File: src/rtl/sub_cla_pipe.sv
// sub_cla_pipe: two-stage pipelined carry-lookahead subtractor, diff = a + ~b + 1.
// Stage 1 forms bit generate/propagate and per-group lookahead terms.
// Stage 2 resolves the carries and produces the difference, borrow, zero and overflow.
//
// Handshake (both sides): a transfer happens on a rising edge where valid & ready
// are both 1. A source holds its data and valid stable until that transfer.
// Ready never depends on the valid it is paired with; in_ready depends
// combinationally on out_ready so that a full pipe can still accept every cycle.
module sub_cla_pipe #(
  parameter int WIDTH = 26,
  parameter int GROUP = 4
) (
  input  logic             clk,
  input  logic             rst,
  input  logic             in_valid,
  output logic             in_ready,
  input  logic [WIDTH-1:0] in_a,
  input  logic [WIDTH-1:0] in_b,
  output logic             out_valid,
  input  logic             out_ready,
  output logic [WIDTH-1:0] out_diff,
  output logic             out_borrow,
  output logic             out_zero,
  output logic             out_ovf
);

  // Number of lookahead groups; the last one may be narrower than GROUP.
  localparam int NG = (WIDTH + GROUP - 1) / GROUP;

  // Pipeline control.
  logic out_adv;
  logic s1_adv;
  logic accept;
  logic s1_valid;

  // Stage 1 combinational terms.
  logic [WIDTH-1:0] b_n;
  logic [WIDTH-1:0] g1;
  logic [WIDTH-1:0] p1;
  logic [NG-1:0]    gg1;
  logic [NG-1:0]    gp1;

  // Stage 1 registers.
  logic [WIDTH-1:0] s1_g;
  logic [WIDTH-1:0] s1_p;
  logic [NG-1:0]    s1_gg;
  logic [NG-1:0]    s1_gp;
  logic             s1_a_msb;
  logic             s1_b_msb;

  // Stage 2 combinational terms.
  logic [NG:0]      gc2;
  logic [WIDTH:0]   c2;
  logic [WIDTH-1:0] diff2;
  logic             borrow2;
  logic             zero2;
  logic             ovf2;

  assign out_adv  = ~out_valid | out_ready;
  assign s1_adv   = ~s1_valid | out_adv;
  assign in_ready = s1_adv;
  assign accept   = in_valid & in_ready;

  assign b_n = ~in_b;
  assign g1  = in_a & b_n;
  assign p1  = in_a ^ b_n;

  // First-level lookahead: fold each group's bits, LSB first, into group G/P.
  always_comb begin
    gg1 = '0;
    gp1 = '1;
    for (int k = 0; k < NG; k++) begin
      for (int j = 0; j < GROUP; j++) begin
        if (k * GROUP + j < WIDTH) begin
          gg1[k] = g1[k * GROUP + j] | (p1[k * GROUP + j] & gg1[k]);
          gp1[k] = gp1[k] & p1[k * GROUP + j];
        end
      end
    end
  end

  // Stage 1 register: captures lookahead terms and operand sign bits on accept.
  always_ff @(posedge clk) begin
    if (rst) begin
      s1_valid <= 1'b0;
      s1_g     <= '0;
      s1_p     <= '0;
      s1_gg    <= '0;
      s1_gp    <= '0;
      s1_a_msb <= 1'b0;
      s1_b_msb <= 1'b0;
    end else begin
      if (s1_adv) begin
        s1_valid <= in_valid;
      end
      if (accept) begin
        s1_g     <= g1;
        s1_p     <= p1;
        s1_gg    <= gg1;
        s1_gp    <= gp1;
        s1_a_msb <= in_a[WIDTH-1];
        s1_b_msb <= in_b[WIDTH-1];
      end
    end
  end

  // Second-level lookahead across groups (carry-in 1 completes the two's
  // complement), then per-bit carries expanded inside each group. The top bit
  // of a group also ripples a carry-out, but the group-level carry replaces
  // it at the next boundary and at the final carry-out.
  always_comb begin
    gc2    = '0;
    c2     = '0;
    gc2[0] = 1'b1;
    for (int k = 0; k < NG; k++) begin
      gc2[k + 1] = s1_gg[k] | (s1_gp[k] & gc2[k]);
    end
    for (int k = 0; k < NG; k++) begin
      c2[k * GROUP] = gc2[k];
      for (int j = 0; j < GROUP; j++) begin
        if (k * GROUP + j < WIDTH) begin
          c2[k * GROUP + j + 1] = s1_g[k * GROUP + j] |
                                  (s1_p[k * GROUP + j] & c2[k * GROUP + j]);
        end
      end
    end
    c2[WIDTH] = gc2[NG];
  end

  assign diff2   = s1_p ^ c2[WIDTH-1:0];
  assign borrow2 = ~c2[WIDTH];
  assign zero2   = ~|diff2;
  assign ovf2    = (s1_a_msb ^ s1_b_msb) & (diff2[WIDTH-1] ^ s1_a_msb);

  // Output register: loads a new result when the slot is free or being drained;
  // data is only overwritten by a real result so it holds while idle.
  always_ff @(posedge clk) begin
    if (rst) begin
      out_valid  <= 1'b0;
      out_diff   <= '0;
      out_borrow <= 1'b0;
      out_zero   <= 1'b0;
      out_ovf    <= 1'b0;
    end else if (out_adv) begin
      out_valid <= s1_valid;
      if (s1_valid) begin
        out_diff   <= diff2;
        out_borrow <= borrow2;
        out_zero   <= zero2;
        out_ovf    <= ovf2;
      end
    end
  end

endmodule

File: config.mk
export PLATFORM = sky130hd
export DESIGN_NAME = sub_cla_pipe
export DESIGN_NICKNAME = d
export VERILOG_FILES = /design/src/rtl/sub_cla_pipe.sv
export SDC_FILE = /design/constraint.sdc
export NUM_CORES = 1
export LEC_CHECK = 0
export ABC_AREA = 1
export BUFFER_PORTS_ARGS = -buffer_cell sky130_fd_sc_hd__buf_2
export CORE_ASPECT_RATIO = 0.75
export CORE_MARGIN = 3
export CORE_UTILIZATION = 55
export DETAILED_ROUTE_END_ITERATION = 6
export PLACE_DENSITY = 0.8
export SLEW_MARGIN = 20
export SYNTH_ARGS = -nofsm -noshare
export SYNTH_HDL_FRONTEND = slang
export SYNTH_SLANG_ARGS = --single-unit
File: constraint.sdc
create_clock -name clk -period 3.9 [get_ports clk]
set_input_delay 0 -clock clk [delete_from_list [all_inputs] [get_ports clk]]
set_output_delay 0 -clock clk [all_outputs]
set_load 0.05 [all_outputs]
# Word level (Yosys, flattened, before mapping)
# Cells that the tools add are included.
totals:
  regBits: 98
  output_inout_bits: 31
  wordCells: 135
  in_bits: 56
op_classes:
  n_reduce_logical: 3
  n_bitwise: 120
op_table:
  columns: ["operator", "count"]
  rows:
  - ["$and A1 B1 Y1", 64]
  - ["$xor A26 B26 Y26", 2]
  - ["$or A1 B1 Y1", 47]
  - ["$and A26 B26 Y26", 1]
  - ["$not A26 Y26", 1]
  - ["$reduce_or A26 Y1", 1]
  - ["$not A1 Y1", 3]
  - ["$reduce_and A2 Y1", 1]
  - ["$xor A1 B1 Y1", 2]
  - ["$logic_not A1 Y1", 1]

# Longest topological paths before layout
depth:
  word_depth: 18
  depth_mapped: 19
  depth_no_buf: 19

# Least setup slack after synthesis
# Ideal clock, no wire load.
synth_timing:
  path_kind: "register -> register"
  from: "register s1_gp[0]"
  to: "register out_zero"
  setup_ns: 0.070
  required_ns: 3.830
  period_less_slack_ns: 2.686
  t_arrival_ns: 2.617
  path_slack_ns: 1.214
  stages_incl_launch_ff: 19
  cell_sequence: "dfxtp_1 -> o21ai_2 -> nand2_2 -> nand2_2 -> nand2_2 -> nand2_2 -> nand2_2 -> nand2_2 -> nand2_2 -> ha_1 -> or2_2 -> ha_1 -> or2_2 -> ha_1 -> nor4b_1 -> nand3_1 -> nor3_1 -> nand3_1 -> a21oi_1"
synth_lines:
  columns: ["element", "line_no", "rtl"]
  rows:
  - ["start: declaration", "47", "logic [NG-1:0] s1_gp;"]
  - ["start signal: assignment", "100", "s1_gp <= gp1;"]
  - ["$or A1 B1 Y1", "116", "gc2[k + 1] = s1_gg[k] | (s1_gp[k] & gc2[k]);"]
  - ["$and A1 B1 Y1", "116", null]
  - ["$or A1 B1 Y1", "116", null]
  - ["$and A1 B1 Y1", "116", null]
  - ["$or A1 B1 Y1", "116", null]
  - ["$and A1 B1 Y1", "116", null]
  - ["$or A1 B1 Y1", "116", null]
  - ["$and A1 B1 Y1", "116", null]
  - ["$or A1 B1 Y1", "116", null]
  - ["$and A1 B1 Y1", "123", "(s1_p[k * GROUP + j] & c2[k * GROUP + j]);"]
  - ["$or A1 B1 Y1", "122", "c2[k * GROUP + j + 1] = s1_g[k * GROUP + j] |"]
  - ["$and A1 B1 Y1", "123", null]
  - ["$or A1 B1 Y1", "122", null]
  - ["$xor A26 B26 Y26", "130", "assign diff2 = s1_p ^ c2[WIDTH-1:0];"]
  - ["named net diff2[22]", "54", "logic [WIDTH-1:0] diff2;"]
  - ["$reduce_or A26 Y1", "132", "assign zero2 = ~|diff2;"]
  - ["$logic_not A1 Y1", "132", null]
  - ["end signal: assignment", "149", "out_zero <= zero2;"]
  - ["end: declaration", "23", "output logic out_zero,"]
# The timed path passes the listed nets, and every way through them passes these cells.
# A chain may end at the register's enable or synchronous reset.

# Worst setup path in the final report
# Same ends and word-level chain as after synthesis.

==> results by group <==
Worst setup path
  • CP max-delay cell: dfxtp_1
  • Worst path cell trace: o21ai_2, nand2_2, nand2_2, nand2_2, nand2_2, nand2_2, nand2_2, nand2_2, ha_1, or2_2, ha_1, or2_2, ha_1, nor4b_1, nand3_1, nor3_1, nand3_1, a21oi_1
  • Arrival @ worst endpoint: about 3200 ps
  • Kind of critical path: reg -> reg
  • Worst path required time: approximately 4200 ps
  • Crit-path most repeated cell: nand2_2
  • Worst path max stage delay: 330 ps
  • CP startpoint kind: register
  • Maximum fanout along the worst path: 3
  • Worst setup EP type: register

Layout
  • # diodes: 0
  • Post-route cell area: between 4000 and 5000 sq um
  • Fillers: approximately 640
  • Highest-count cells in the layout ignoring fill and taps: 108 x nor2_1, 92 x dfxtp_1, 86 x buf_2, 78 x o21ai_0, 53 x inv_1
  • Commonest non-fill, non-tap cell in the layout: nor2_1
  • Area Growth Syn to Fin: 15.7%
  • Final Net Count: between 700 and 800
  • Ratio of cells with drive above 1 in the final layout: 0.208

Logic synthesis
  • Synth Instances: between 500 and 600
  • Syn nets: 644
  • Avg Inst Size Synth: just under 8 sq um
  • Synthesized area: 4260 sq um
  • Synth unique cells: 23
  • Synth Register Bits: between 90 and 100
  • Sequential element share of the synthesized area: 0.433
  • Yosys warns: 0

Timing
  • F_max: roughly 340 MHz
  • Worst slew pin tran: between 900 and 1000 ps
  • Hold Violations, Final: 0
  • Tcrit/Tclk final: 0.751
  • Worst relative slew slack: 0.367
  • RSZ-0062 raised after global routing: false
  • Max Clock Skew: a little under 9 ps
  • Setup Viol. Count Final: 0
  • Setup TNS: 0 ps
  • Post-layout min period: 2930 ps
  • Max-slew violations: 0

Drt
  • DRC: 0
  • WL final: ~9900 um
  • Iter 0 DRT Violations: ~260
  • Post-route ant nets: 0
  • Via count: about 3,800
  • First-pass DRT Iterations: 5
  • DR vias/cell: 5.21
  • Drt wl/cell: about 14 um

Die
  • Initial Util: 0.573
  • Core area: approximately 7400 sq um
  • Row cnt: 27
  • Die X: 108 um
  • Full die area: 8840 sq um
  • Top-Level Pins: 87
  • Die Ht: between 80 and 90 um

Power
  • PwrDens: between 400 and 500 nW/um^2
  • Max rail drop VDD: between 0.00015 and 0.0002 V
  • Leak Pwr: 2.49 nW

Clock tree
  • CTS tree: built
  • Clk_lat worst skew: between 300 and 400 ps
  • Clock transition at path regs: about 90 ps
  • Clk buf depth: 2
  • CTS sink cnt: 92
  • CTS Buf Count: 9
  • H-tree Lvls: 3
  • Setup bufs post-CTS: 0
  • CTS root buf: clkbuf_8

Min path
  • Path category of the worst min-delay check: in -> reg

Run status
  • Outcome: finished clean

Global routing
  • Initial antenna violation count: 0
  • Largest net degree at the start of global routing: 64
  • First-pass GRT wire length: about 16,000 um
  • GRT Total Usage: 0.231
  • Vias in the first global route: between 3,000 and 4,000
  • Total grt overflow: 0

Placement
  • Dpl hpwl: between 7000 and 8000 um
  • I/O Buffers: 86
  • GP Congestion: slightly below 0.9
  • Post-DP Area: ~4700 sq um

Flow run
  • MaxCap Viol Count: 0
-- synthesized netlist by cell type --
cell	number	area share
nor4_1	3	0.0044
buf_4	3	0.0053
buf_2	9	0.011
o21ai_0	78	0.092
clkbuf_1	15	0.013
a21oi_2	1	0.0021
dfxtp_1	92	0.43
a21oi_1	48	0.056
a31oi_1	2	0.0029
nor2_1	108	0.095
nor3_1	2	0.0024
inv_1	53	0.047
or2_2	13	0.019
ha_1	44	0.13
nand2_1	39	0.034
o21ai_2	1	0.0021
nand4_1	7	0.010
nand2_2	10	0.015
nand3_1	6	0.0071
inv_2	1	0.00088
nand3_2	1	0.0024
xor2_1	7	0.014
nor4b_1	1	0.0021
-- kinds of logic (layout without fill, tap and decap cells) --
group           Yosys count  count (layout)  share of synthesized area
compound gates          130             130                      0.155
xor+xnor                  7               7                     0.0144
simple gates            190             190                      0.192
fa+ha+maj                44              44                      0.129
flops                    92              92                      0.433
buf+inv                  81             161                     0.0767
-- power by group --
part,internal [mW],switching [mW],total (mW)
Combinational,0.144,0.281,0.425
Sequential,1.01,0.0390,1.05
Clock,0.291,0.315,0.606
-- repair_timing --
action,in CTS,in global routing
resized for setup,0,0
hold endpoints to repair,4,0
hold buffers,3,0
-- sequential cells by signal, summed over array words and instances (netlist names) --
signal      flops
out_borrow      1
out_diff       26
out_ovf         1
out_valid       1
out_zero        1
s1_a_msb        1
s1_b_msb        1
s1_g           19
s1_gg           7
s1_gp           7
s1_p           26
s1_valid        1
-- final cells by class --
class / instances / area [sq um] / share of cell area
clock buffers: 10 / 128 / 0.0259
clock inverters: 5 / 53.8 / 0.0109
inverters: 54 / 203 / 0.0412
multi-input cells: 371 / 2090 / 0.424
flip-flops and latches: 92 / 1840 / 0.374
well taps: 101 / 126 / 0.0257
repair buffers: 92 / 483 / 0.0981
-- through the flow --
stage	total power, mW	hold WS, ps	setup WS (ps)	cells	utilization
2_1_floorplan	1.36	191	1210	544	-
5_1_grt	2.18	63.8	649	725	0.663
6_report	2.08	52.3	971	725	0.663
3_3_place_gp	1.47	296	1070	707	0.634
3_5_place_dp	1.48	312	1020	707	0.634
4_1_cts	2.08	48.3	994	725	0.663
-- worst max-delay path, delay by kind of cell (launching register included) --
| kind | cells | cell delay (ps) |
|---|---|---|
| flops | 1 | 330 |
| compound gates | 2 | 280 |
| simple gates | 13 | 1630 |
| fa+ha+maj | 3 | 640 |
-- metal layers --
layer	share of wire	GRT usage	vias to the layer above
li1	-	-	1929
met3	0.086	0.0598	8
met2	0.40	0.336	158
met4	0.0072	0.0504	0
met5	0	0	-
met1	0.50	0.345	1683
-- worst paths after layout --
path / startpoint / to / slack (ps) / cells past startpoint
worst min-delay path: in_a[15] / s1_p[15]$_SDFFE_PP0P_ / 50 / 4
worst max-delay path: s1_gp[0]$_SDFFE_PP0P_ / out_zero$_SDFFE_PP0P_ / 970 / 18
worst max register to register: s1_gp[0]$_SDFFE_PP0P_ / out_zero$_SDFFE_PP0P_ / 970 / 18
worst min register to register: s1_a_msb$_SDFFE_PP0P_ / s1_a_msb$_SDFFE_PP0P_ / 470 / 2
No activity file was read; power rests on OpenSTA's default activity.
